`src/rtl/uart_pkg.sv`:
```
// Shared types and helpers for the parametrised UART receiver.
package uart_pkg;

    // Receiver frame states, in the order a frame passes through them.
    typedef enum logic [2:0] {
        S_IDLE   = 3'd0,
        S_START  = 3'd1,
        S_DATA   = 3'd2,
        S_PARITY = 3'd3,
        S_STOP   = 3'd4,
        S_DONE   = 3'd5
    } state_t;

    // Parity modes.
    localparam int PAR_NONE = 0;
    localparam int PAR_ODD  = 1;
    localparam int PAR_EVEN = 2;

    // Clock cycles per bit period (integer divide, truncating).
    function automatic int clks_per_bit(input int clk_hz, input int baud);
        return clk_hz / baud;
    endfunction

endpackage

```
`src/rtl/uart_bit_sampler.sv`:
```
// Input synchroniser, bit-period counter and 3-sample majority vote.
// The counter free-runs through 0..CLKS_PER_BIT-1 while restart is low and
// is held at 0 while restart is high, so count 0 is the first cycle after
// the FSM leaves IDLE.
module uart_bit_sampler #(
    parameter int CLKS_PER_BIT = 434,
    parameter int SYNC_STAGES  = 2
) (
    input  logic clk,
    input  logic rst_n,
    input  logic rx_serial,
    input  logic restart,
    output logic rx_s,
    output logic sample_strobe,
    output logic sample_bit,
    output logic bit_end
);

    localparam int CNT_W = $clog2(CLKS_PER_BIT);
    localparam int MID   = (CLKS_PER_BIT - 1) / 2;

    localparam logic [CNT_W-1:0] CNT_LAST = CNT_W'(CLKS_PER_BIT - 1);
    localparam logic [CNT_W-1:0] CNT_S0   = CNT_W'(MID - 1);
    localparam logic [CNT_W-1:0] CNT_S1   = CNT_W'(MID);
    localparam logic [CNT_W-1:0] CNT_S2   = CNT_W'(MID + 1);

    logic [SYNC_STAGES-1:0] sync_q;
    logic [CNT_W-1:0]       cnt;
    logic                   s0;
    logic                   s1;

    // Synchroniser chain; resets to the idle line level.
    always_ff @(posedge clk or negedge rst_n) begin
        if (!rst_n) begin
            sync_q <= '1;
        end else begin
            sync_q <= {sync_q[SYNC_STAGES-2:0], rx_serial};
        end
    end

    assign rx_s = sync_q[SYNC_STAGES-1];

    // Bit-period counter; wraps at the last count, never beyond it.
    always_ff @(posedge clk or negedge rst_n) begin
        if (!rst_n) begin
            cnt <= '0;
        end else if (restart || cnt == CNT_LAST) begin
            cnt <= '0;
        end else begin
            cnt <= cnt + 1'b1;
        end
    end

    // Capture the first two of the three majority samples.
    always_ff @(posedge clk or negedge rst_n) begin
        if (!rst_n) begin
            s0 <= 1'b1;
            s1 <= 1'b1;
        end else if (!restart) begin
            if (cnt == CNT_S0) s0 <= rx_s;
            if (cnt == CNT_S1) s1 <= rx_s;
        end
    end

    // The third sample is the live line, so the vote is ready at MID+1.
    assign sample_strobe = !restart && (cnt == CNT_S2);
    assign sample_bit    = (s0 & s1) | (s0 & rx_s) | (s1 & rx_s);
    assign bit_end       = !restart && (cnt == CNT_LAST);

endmodule

```
`src/rtl/uart_rx_fifo_param.sv`:
```
// Parametrised UART receiver: majority-voted sampling, parity, framing and
// break detection, with a single-entry valid/ready output register.
//
// Output handshake: a word transfers in any cycle where o_valid and i_ready
// are both high. o_data and all flags stay stable while o_valid is high and
// i_ready is low, except that a newly completed frame overwrites the held
// word (newest wins) and sets the sticky o_overrun, which clears on the next
// transfer. A commit in a transfer cycle keeps o_valid high.
module uart_rx_fifo_param
    import uart_pkg::*;
#(
    parameter int FPGA_clk_freq = 50000000,
    parameter int baudrate      = 115200,
    parameter int DATA_BITS     = 8,
    parameter int PARITY        = 0,
    parameter int STOP_BITS     = 1,
    parameter int SYNC_STAGES   = 2
) (
    input  logic                 clk,
    input  logic                 rst_n,
    input  logic                 i_RX_Serial,
    input  logic                 i_ready,
    output logic                 o_valid,
    output logic [DATA_BITS-1:0] o_data,
    output logic                 o_parity_err,
    output logic                 o_frame_err,
    output logic                 o_break,
    output logic                 o_overrun,
    output logic                 o_busy,
    output state_t               dbg_state
);

    localparam int CLKS_PER_BIT = clks_per_bit(FPGA_clk_freq, baudrate);
    localparam int IDX_W        = $clog2(DATA_BITS + 1);

    localparam logic [IDX_W-1:0] IDX_LAST_DATA = IDX_W'(DATA_BITS - 1);
    localparam logic [IDX_W-1:0] IDX_LAST_STOP = IDX_W'(STOP_BITS - 1);

    if (CLKS_PER_BIT < 8) begin : g_cpb_check
        $error("CLKS_PER_BIT must be at least 8");
    end
    if (DATA_BITS < 5 || DATA_BITS > 9) begin : g_db_check
        $error("DATA_BITS must be in 5..9");
    end

    state_t               state;
    state_t               state_n;
    logic [IDX_W-1:0]     bit_idx;
    logic [DATA_BITS-1:0] data_q;
    logic                 par_acc;
    logic                 par_bit;
    logic                 frame_err;

    logic rx_s;
    logic sample_strobe;
    logic sample_bit;
    logic bit_end;
    logic restart;
    logic commit;
    logic par_err_c;
    logic brk_c;

    // The counter is parked while waiting for a start edge and after commit.
    assign restart = (state == S_IDLE) || (state == S_DONE);
    assign commit  = (state == S_DONE);

    uart_bit_sampler #(
        .CLKS_PER_BIT (CLKS_PER_BIT),
        .SYNC_STAGES  (SYNC_STAGES)
    ) u_sampler (
        .clk           (clk),
        .rst_n         (rst_n),
        .rx_serial     (i_RX_Serial),
        .restart       (restart),
        .rx_s          (rx_s),
        .sample_strobe (sample_strobe),
        .sample_bit    (sample_bit),
        .bit_end       (bit_end)
    );

    // State register.
    always_ff @(posedge clk or negedge rst_n) begin
        if (!rst_n) state <= S_IDLE;
        else        state <= state_n;
    end

    // Next-state logic. STOP exits at the vote of the last stop bit so a
    // start bit immediately after it is still caught from IDLE.
    always_comb begin
        state_n = state;
        case (state)
            S_IDLE:   if (!rx_s) state_n = S_START;
            S_START: begin
                if (sample_strobe && sample_bit) state_n = S_IDLE;
                else if (bit_end)                state_n = S_DATA;
            end
            S_DATA: begin
                if (bit_end && bit_idx == IDX_LAST_DATA)
                    state_n = (PARITY != PAR_NONE) ? S_PARITY : S_STOP;
            end
            S_PARITY: if (bit_end) state_n = S_STOP;
            S_STOP:   if (sample_strobe && bit_idx == IDX_LAST_STOP) state_n = S_DONE;
            S_DONE:   state_n = S_IDLE;
            default:  state_n = S_IDLE;
        endcase
    end

    // Frame datapath: data shift (LSB first), parity and stop-bit capture.
    always_ff @(posedge clk or negedge rst_n) begin
        if (!rst_n) begin
            bit_idx   <= '0;
            data_q    <= '0;
            par_acc   <= 1'b0;
            par_bit   <= 1'b0;
            frame_err <= 1'b0;
        end else begin
            case (state)
                S_IDLE: begin
                    bit_idx   <= '0;
                    data_q    <= '0;
                    par_acc   <= 1'b0;
                    par_bit   <= 1'b0;
                    frame_err <= 1'b0;
                end
                S_DATA: begin
                    if (sample_strobe) begin
                        data_q  <= {sample_bit, data_q[DATA_BITS-1:1]};
                        par_acc <= par_acc ^ sample_bit;
                    end
                    if (bit_end) begin
                        bit_idx <= (bit_idx == IDX_LAST_DATA) ? '0 : bit_idx + 1'b1;
                    end
                end
                S_PARITY: begin
                    if (sample_strobe) par_bit <= sample_bit;
                end
                S_STOP: begin
                    if (sample_strobe && !sample_bit) frame_err <= 1'b1;
                    if (bit_end) bit_idx <= bit_idx + 1'b1;
                end
                default: ;
            endcase
        end
    end

    // Odd parity wants the total ones count (data plus parity bit) to be odd.
    assign par_err_c = (PARITY != PAR_NONE) &&
                       ((par_acc ^ par_bit) != (PARITY == PAR_ODD));
    assign brk_c     = (data_q == '0) && !par_bit && frame_err;

    // Output register and sticky overrun.
    always_ff @(posedge clk or negedge rst_n) begin
        if (!rst_n) begin
            o_valid      <= 1'b0;
            o_data       <= '0;
            o_parity_err <= 1'b0;
            o_frame_err  <= 1'b0;
            o_break      <= 1'b0;
            o_overrun    <= 1'b0;
        end else if (commit) begin
            o_valid      <= 1'b1;
            o_data       <= data_q;
            o_parity_err <= par_err_c;
            o_frame_err  <= frame_err;
            o_break      <= brk_c;
            if (o_valid && !i_ready)     o_overrun <= 1'b1;
            else if (o_valid && i_ready) o_overrun <= 1'b0;
        end else if (o_valid && i_ready) begin
            o_valid   <= 1'b0;
            o_overrun <= 1'b0;
        end
    end

    assign o_busy    = (state != S_IDLE);
    assign dbg_state = state;

endmodule

```
`config.mk`:
```
export PLATFORM = sky130hd
export DESIGN_NAME = uart_rx_fifo_param
export DESIGN_NICKNAME = d
export VERILOG_FILES = /design/src/rtl/uart_pkg.sv /design/src/rtl/uart_bit_sampler.sv /design/src/rtl/uart_rx_fifo_param.sv
export SDC_FILE = /design/constraint.sdc
export NUM_CORES = 1
export LEC_CHECK = 0
export CAP_MARGIN = 0
export CORE_UTILIZATION = 41
export CTS_CLUSTER_DIAMETER = 60
export DETAILED_ROUTE_END_ITERATION = 10
export PLACE_DENSITY_LB_ADDON = 0.15
export SLEW_MARGIN = 20
export SYNTH_ARGS = -nofsm -noshare
export SYNTH_HDL_FRONTEND = slang
export SYNTH_SLANG_ARGS = --single-unit
```
`constraint.sdc`:
```
create_clock -name clk -period 1.7 [get_ports clk]
set_input_delay 0.51 -clock clk [delete_from_list [all_inputs] [get_ports clk]]
set_output_delay 0.51 -clock clk [all_outputs]
set_load 0.01 [all_outputs]
```
==> After elaboration in Yosys (flattened, before gate mapping) <==
Cells that the tools add are included.
{ "totals": {"register_bits": 42, "input_bits": 4, "output_inout_bits": 17, "wordCells": 97} }
{ "classes": {"n_addsub": 2, "eq_ne": 20, "n_mux": 23, "bitwise": 6, "n_reduce_logical": 32} }
{ "ops": {"columns": ["operator", "count"], "rows": [
  ["== test 9 x 8 -> 1 bit (second input constant)", 3],
  ["two-way mux 3 bit", 6],
  ["!= test 2 bit (second input constant)", 9],
  ["one-hot mux 8 bit (2 select lines)", 1],
  ["one-hot mux 3 bit (5 select lines)", 1],
  ["two-way mux 4 bit", 3],
  ["one-hot mux 4 bit (3 select lines)", 1],
  ["logical AND 1 bit", 10],
  ["AND reduction 2 bit", 5],
  ["adder 9 x 1 -> 9 bit (second input constant)", 1],
  ["== test 9 bit (second input constant)", 1],
  ["two-way mux 9 bit", 1],
  ["zero test 8 bit", 1],
  ["two-way mux 8 bit", 1],
  ["nonzero test 2 bit", 4],
  ["two-way mux 1 bit", 7],
  ["== test 3 x 2 -> 1 bit (second input constant)", 2],
  ["== test 3 bit (second input constant)", 2],
  ["nonzero test 3 bit", 2],
  ["AND reduction 5 bit", 1],
  ["adder 4 x 1 -> 4 bit (second input constant)", 1],
  ["== test 4 x 3 -> 1 bit (second input constant)", 1],
  ["zero test 1 bit", 4],
  ["zero test 4 bit", 1],
  ["other kinds (9)", 14]
]} }

==> Longest topological paths before layout <==
Gate-level depths: netlist (run 1).
{ "depth": {"ltp_word": 7, "ltp_mapped": 8, "mapped_depth_nobuf": 7} }

==> Modules after synthesis <==
A second synthesis (run 1) with hierarchy kept.
{ "unflattened": {"cells_unflattened": 182, "area_unflattened_um2": 2050.7} }
{ "by_module_without_submodules": {"columns": ["module", "n_inst", "cells_per_inst", "area_per_inst_um2", "seq_area_each_um2"], "rows": [
  ["uart_rx_fifo_param", 1, 116, 1341.3, 725.7],
  ["uart_bit_sampler", 1, 66, 709.4, 330.3]
]} }

==> Worst setup path before layout (run 1) <==
Ideal clock, no wire load.
{ "synth_timing": {"path_type": "reg2reg", "start": "reg u_sampler.cnt[1]", "end": "reg bit_idx[3]", "setup_ps": 121, "t_arrival_ps": 1714, "required_ps": 1579, "path_slack_ps": -135, "path_stages_with_launch": 8, "path_buffers": 0, "period_less_slack_ps": 1835, "path_cell_list": "dfrtp_1 inv_1 ha_1 and4bb_1 nand2_1 maj3_2 a211o_1 a22o_1"} }
{ "synth_between": {"elab_chain_len": 4, "word_cells_on_any_way": 5, "cone_classes": "eq/ne (3); reduce/logical (2)"} }
{ "synth_rtl": {"columns": ["item", "line_no", "text"], "rows": [
  ["from (decl)", "uart_bit_sampler.sv:28", "logic [CNT_W-1:0] cnt;"],
  ["from (signal assigned)", "uart_bit_sampler.sv:50", "cnt <= cnt + 1'b1;"],
  ["== test 9 bit *", "uart_bit_sampler.sv:68", "assign bit_end = !restart && (cnt == CNT_LAST);"],
  ["logical AND 1 bit *", "uart_bit_sampler.sv:68", null],
  ["!= test 2 bit (no source line)", null, null],
  ["AND reduction 3 bit (no source line) *", null, null],
  ["to (signal assigned)", "uart_rx_fifo_param.sv:131", "bit_idx <= (bit_idx == IDX_LAST_DATA) ? '0 : bit_idx + 1'b1;"],
  ["to (signal assigned)", "uart_rx_fifo_param.sv:139", "if (bit_end) bit_idx <= bit_idx + 1'b1;"],
  ["to (decl)", "uart_rx_fifo_param.sv:48", "logic [IDX_W-1:0] bit_idx;"]
]} }
Mark *: on every way between the ends. The rest lies on a longest branch, timed or not.
A chain may end at the register's enable or synchronous reset.

==> Final worst setup path (run 1) <==
{ "layout_timing": {"start": "reg bit_idx[0]", "end": "reg state[0] (netlist: dbg_state[0])"} }
{ "layout_between": {"elab_chain_len": 4, "word_cells_on_any_way": 7, "cone_classes": "eq/ne (3); reduce/logical (4)"} }
{ "layout_rtl": {"columns": ["item", "line_no", "text"], "rows": [
  ["== test 4 x 3 -> 1 bit / zero test 4 bit (equally long branches)", "uart_rx_fifo_param.sv:98, uart_rx_fifo_param.sv:102", null],
  ["logical AND 1 bit (on tied branches)", "uart_rx_fifo_param.sv:98, uart_rx_fifo_param.sv:102", null],
  ["!= test 2 bit (no source line)", null, null],
  ["AND reduction 5 bit (no source line) *", null, null],
  ["to (signal assigned)", "uart_rx_fifo_param.sv:84", "else state <= state_n;"],
  ["to (decl)", "uart_rx_fifo_param.sv:46", "state_t state;"]
]} }
Marks and branches as above.

==> results of run 1 <==
==> cell usage after synthesis, drive strengths merged (4+ instances only) <==
cell type,number
a21oi,5
o21ai,17
inv,12
xnor2,4
nor2,16
clkbuf,5
dfstp,4
nand2,25
nor3,4
dfrtp,38
ha,5
mux2,11
==> flip-flops by register name (all words and copies together) (netlist names), 2 cells and up, named ones only <==
name              flops
o_data                8
data_q                8
u_sampler.cnt         9
dbg_state             3
u_sampler.sync_q      2
bit_idx               4
==> kinds of logic after synthesis <==
| family | Yosys count | share of synthesized area (%) |
|---|---|---|
| simple gates | 71 | 18.27 |
| flops | 42 | 52.10 |
| compound gates | 38 | 11.91 |
| buf+inv | 19 | 3.765 |
| mux | 11 | 6.111 |
| fa+ha+maj | 8 | 4.630 |
| xor+xnor | 7 | 3.025 |
| other cells | 1 | 0.1850 |
==> report_power, final <==
group | leakage, nW | switching, mW | internal [mW] | total (mW)
Combinational | 0.734 | 0.0242 | 0.0126 | 0.0368
Sequential | 0.555 | 0.00298 | 1.00 | 1.01
Clock | 0.0441 | 0.371 | 0.289 | 0.659
==> metal layers <==
| layer | GRT usage (%) | vias up |
|---|---|---|
| li1 | - | 808 |
| met1 | 24.05 | 814 |
| met2 | 31.78 | 22 |
| met3 | 4.167 | 8 |
| met4 | 6.536 | 0 |
| met5 | 0 | - |
==> worst max-delay path: cells and delay by family (launching register included) <==
family                   cells  cell delay (ns)
adder cells (fa/ha/maj)      1             0.16
AO/OA/AOI/OAI                4             0.81
flip-flops                   1             0.39
buffers and inverters        1             0.06
AND/OR/NAND/NOR              1             0.39
==> metrics by stage <==
stage	instances	power (mW)
2_1_floorplan	197	1.032
3_3_place_gp	305	1.065
3_5_place_dp	305	1.067
4_1_cts	318	1.724
5_1_grt	327	1.767
6_report	327	1.704
==> timing repair <==
item | in CTS | in global routing
endpoints found under the setup margin | 29 | 21
gates resized for setup | 34 | 23
pin swaps | 7 | 9
gates cloned | 0 | 1
setup buffers | 5 | 8
hold endpoints to repair | 0 | 0
==> final cells by class <==
type | count | area, sq um
clock buffer | 5 | 68.82
clock inverter | 3 | 21.27
fill | 405 | 1907
inverter | 12 | 45.04
multi-input combinational | 136 | 1042
sequential | 42 | 1059
tap | 67 | 83.83
timing repair buffer | 62 | 528.0
==> layout by cell type (no fill, tap or decap), drive strengths merged, types with 3 or more instances in the layout <==
master | netlist | layout
nand2 | 25 | 25
maj3 | 3 | 3
nand3 | 3 | 3
dfrtp | 38 | 38
ha | 5 | 5
xor2 | 3 | 3
nor3 | 4 | 4
mux2 | 11 | 11
nor4 | 3 | 3
buf | 2 | 45
o21ai | 17 | 17
dlygate4sd2 | 0 | 13
dfstp | 4 | 4
inv | 12 | 12
a21oi | 5 | 5
xnor2 | 4 | 4
nor2 | 16 | 16
clkbuf | 5 | 6
==> worst paths after layout <==
kind / start / end / slack [ns] / cells after the start
worst min register to register: u_sampler.sync_q[0] / u_sampler.sync_q[1] / 0.37 / 0
worst max register to register: bit_idx[0] / dbg_state[0] / -0.23 / 7
worst max-delay path: bit_idx[0] / dbg_state[0] / -0.23 / 7
max in group asynchronous: rst_n / u_sampler.sync_q[1] / 1.26 / 2
worst min-delay path: rst_n / o_valid / 0.17 / 2
min in group clk: u_sampler.sync_q[0] / u_sampler.sync_q[1] / 0.37 / 0
==> flow_summary_export.csv, run 1 <==
group,metric,value,unit
finish,syn2layout_area_growth,40.49,%
detailed_routing,via_per_inst,5.052,
timing,slew_viol_final,0,
yosys,synth_top_cell_by_area,"dfrtp_1",
yosys,yosysUniqueCellTypes,52,
setup_path,worstSetupEndpointType,"register",
setup_path,path_cells,"inv_1 -> ha_2 -> or3b_4 -> o41ai_4 -> o311ai_4 -> o21ai_1 -> o31ai_1",
timing,finalSetupViolCount,9,
clocking,root_buffer,"clkbuf_8",
global_route,grt_pass1_vias,1634,
yosys,yosys_warnings,0,
finish,final_area,0.002848,sq mm
clocking,cts_tree,"done",
setup_path,worstSetupPathType,"register to register",
detailed_routing,ant_nets,0,
yosys,synth-main-ff-cell,"dfrtp_1",
placement,dpl.hpwl,3064,um
global_route,grt_pass1_wl,7555,um
setup_path,cpPeakStageDelay,0.39,ns
die,fp.dieArea,0.005229,sq mm
die,fp.dieH,72.31,um
placement,routabilityCongestion,0.8228,
clocking,clkSinkCount,42,
finish,nets,268,
detailed_routing,met2WireLength,2284,um
yosys,synth_area,0.002027,sq mm
die,die_x,72.31,um
timing,finClkSkew,0.007475,ns
power,p_per_area,598.2,mW/mm^2
detailed_routing,routed_wl,4659,um
yosys,synth_edf_count,0,
yosys,synthCells,197,
timing,setup_slack,-0.2323,ns
setup_path,critPathArrivalTime,2.11,ns
yosys,ys_seq_area_share,52.10,%
detailed_routing,wl_met3,122,um
timing,rsz0062_at_grt,"true",
detailed_routing,met1Wirelength,2167,um
finish,drive_gt1_share,38.08,%
die,core_region_area,0.004755,sq mm
global_route,grt-ovfl-total,0,
clocking,cts_buffers,5,
power,ir_worst_vdd,414.4,uV
die,io_pins,21,
timing,hold_viol_final,0,
die,start_util,42.63,%
placement,place_area,0.002527,sq mm
yosys,syn-mean-instance-area,10.29,sq um
setup_path,critPathMaxFanout,4,
yosys,synth_top_area_share,46.91,%
power,p_leak,1.333,nW
timing,holdWs,0.1677,ns
yosys,ys_seq_elements,42,
run_status,status,"finished, violations left",
finish,antenna_cells,0,
detailed_routing,vias,1652,
clocking,hold_buffers,0,
global_route,grt_util_all_layers,18.89,%
detailed_routing,drt_iter0_drc,46,
global_route,grt_start_max_net_pins,43,
setup_path,cp-start-kind,"register",
detailed_routing,firstDrtPassIters,4,
clocking,path_clk_slew,0.09,ns
global_route,antenna_found_initial,0,
clocking,h-tree-depth,2,
setup_path,cp.required,1.88,ns
run_status,violations,"negative setup slack",
yosys,synthTopCellsByArea,"dfrtp_1 47%, mux2_2 5.6%, dfstp_2 5.2%",
hold_path,worst_hold_path_type,"primary input to asynchronous set/reset pin",
placement,numPortBuffers,19,
timing,fin_crit,1.932,ns
timing,tns,-0.7100,ns
placement,dp_slack,-0.1408,ns
die,rows,25,
detailed_routing,drcViolationCount,0,
yosys,async_flop_share,100.0,%
timing,fmax,517.5,MHz
clocking,cts_buffer_depth,2,
clocking,worstSkewPairLatency,0.30,ns
yosys,synth.net_count,206,
finish,finish.utilization,59.89,%
flow_run,cap_violations,0,
timing,fin_crit_sh,113.7,%
detailed_routing,highest_layer,"met4",
detailed_routing,wl_per_cell,14.25,um
setup_path,cp_slowest_cell,"dfrtp_1",
(Power assumes the default switching activity.)
==> inputs of run 2 (changes only) <==
- CORE_MARGIN: default -> 5
==> flow_summary_export.csv, run 2 (synthesized netlist as in run 1, its figures left out) <==
group,metric,value,unit
placement,routabilityCongestion,0.8904,
power,p_leak,1.308,nW
detailed_routing,via_per_inst,5.130,
finish,nets,264,
finish,largest_reg_flops,9,
finish,antenna_cells,0,
clocking,cts_buffer_depth,2,
timing,finClkSkew,0.007852,ns
finish,finish.utilization,60.16,%
global_route,grt_pass1_wl,7590,um
run_status,status,"finished, violations left",
timing,worst_pin_slew,0.5071,ns
placement,dp.cells,306,
finish,mostFrequentLayoutCell,"dfrtp_1",
die,start_util,42.63,%
setup_path,critPathMaxFanout,4,
timing,maxSlewHeadroom,66.20,%
setup_path,cp-start-kind,"register",
placement,dpl.hpwl,3167,um
power,power,1.857,mW
global_route,grt_start_max_net_pins,23,
detailed_routing,drt_iter0_drc,93,
die,fp.dieArea,0.006450,sq mm
run_status,violations,"negative setup slack",
setup_path,critPathArrivalTime,1.98,ns
detailed_routing,wl_per_cell,14.73,um
clocking,cts_tree,"done",
power,ir_worst_vdd,538.6,uV
global_route,grt_pass1_vias,1600,
detailed_routing,vias,1657,
clocking,root_buffer,"clkbuf_8",
power,p_int,1.457,mW
die,die_x,80.31,um
placement,numPortBuffers,19,
flow_run,cap_violations,0,
setup_path,worstSetupEndpointType,"register",
setup_path,cp.required,1.88,ns
finish,largest_registers,"u_sampler.cnt (9), data_q (8), o_data (8)",
power,clkPwrFrac,43.8,%
clocking,worstSkewPairLatency,0.30,ns
power,netSwitchingFraction,21.53,%
finish,final_cell_mix,"36 x dfrtp_1, 31 x buf_4, 24 x nand2_1, 15 x nor2_1, 13 x dlygate4sd2_1",
finish,drive_gt1_share,37.11,%
detailed_routing,ant_nets,0,
die,rows,25,
finish,finalNonFillerCells,323,
timing,setup_slack,-0.1005,ns
die,io_pins,21,
timing,rsz0062_at_grt,"true",
global_route,antenna_found_initial,0,
finish,syn2layout_area_growth,41.11,%
clocking,h-tree-depth,2,
timing,fin_crit,1.800,ns
global_route,grt_util_all_layers,15.23,%
timing,holdWs,0.1650,ns
clocking,cts_buffers,5,
global_route,grt-ovfl-total,0,
die,core_region_area,0.004755,sq mm
timing,finalSetupViolCount,6,
hold_path,worst_hold_path_type,"primary input to asynchronous set/reset pin",
die,fp.dieH,80.31,um
detailed_routing,drcViolationCount,0,
power,p_per_area,649.3,mW/mm^2
setup_path,worstSetupPathType,"register to register",
clocking,path_clk_slew,0.09,ns
finish,top_register,"u_sampler.cnt",
detailed_routing,firstDrtPassIters,4,
power,seqPwrFrac,54.2,%
power,comb_power_share,2.0,%
setup_path,reg2regPathDepth,7,
power,p_sw,0.3998,mW
clocking,clkSinkCount,42,
detailed_routing,routed_wl,4759,um
timing,hold_viol_final,0,
finish,num-fill-cells,419,
timing,fmax,555.4,MHz
timing,fin_crit_sh,105.9,%
timing,tns,-0.4843,ns
timing,slew_viol_final,0,
## run 2: cell count changes in the layout (fill, tap and decap cells not counted), moves of 2 or more
cell     previous run  this run
o21ai_1             9        11
or3_1               2         0
or3_4               0         2
buf_4              36        31
## run 2: cell type report
cell class | count | area [sq um] | share of cell area, %
Clock inverter | 3 | 43.79 | 1.531
Multi-Input combinational cell | 136 | 1071 | 37.45
Sequential cell | 42 | 1059 | 37.01
Timing Repair Buffer | 58 | 489.2 | 17.10
Inverter | 12 | 45.04 | 1.575
Tap cell | 67 | 83.83 | 2.931
Clock buffer | 5 | 68.82 | 2.406
## run 2: worst max-delay path: stages, from the launching register on
cell and delay (ns):
dfrtp_1 0.39, inv_1 0.06, ha_1 0.14, or3b_4 0.40, o41ai_4 0.28, o311ai_4 0.19, o21ai_1 0.15, o31ai_1 0.08
## run 2: power by group through the flow
stage / Combinational (mW) / Clock, mW / Sequential [mW]
6_report: 0.0368 / 0.813 / 1.01
5_1_grt: 0.0429 / 0.887 / 1.01
4_1_cts: 0.0389 / 0.837 / 1.01
3_5_place_dp: 0.0402 / 0 / 1.03
3_3_place_gp: 0.0386 / 0 / 1.03
2_1_floorplan: 0.00440 / 0 / 1.03
## run 2: stage by stage
stage / setup slack, ns / area [sq um]
finish: -0.1005 / 2860
global route: -0.1717 / 2860
CTS: -0.1376 / 2743
detailed placement: -0.1336 / 2522
global placement: -0.1240 / 2522
floorplan: -0.09022 / 2047
## run 2: worst paths after layout
kind	start	to	slack, ns
max in group asynchronous	rst_n	dbg_state[2]	1.04
max reg2reg	bit_idx[0]	dbg_state[0]	-0.10
min in group clk	u_sampler.sync_q[0]	u_sampler.sync_q[1]	0.36
max	bit_idx[0]	dbg_state[0]	-0.10
min	rst_n	o_data[0]	0.16
min reg2reg	u_sampler.sync_q[0]	u_sampler.sync_q[1]	0.36
## run 2: what timing repair did
item / 4_1_cts / 5_1_grt
cloned: 0 / 1
gates resized for setup: 40 / 23
setup buffers: 3 / 6
pin swaps: 5 / 10
hold buffers: 0 / 0
endpoints found under the setup margin: 31 / 16
## run 2: routing by layer
metal,track usage (%),part of all wire (%)
met5,0,0
met4,7.601,2.2
met3,2.803,3.8
met2,24.17,50
met1,19.82,44
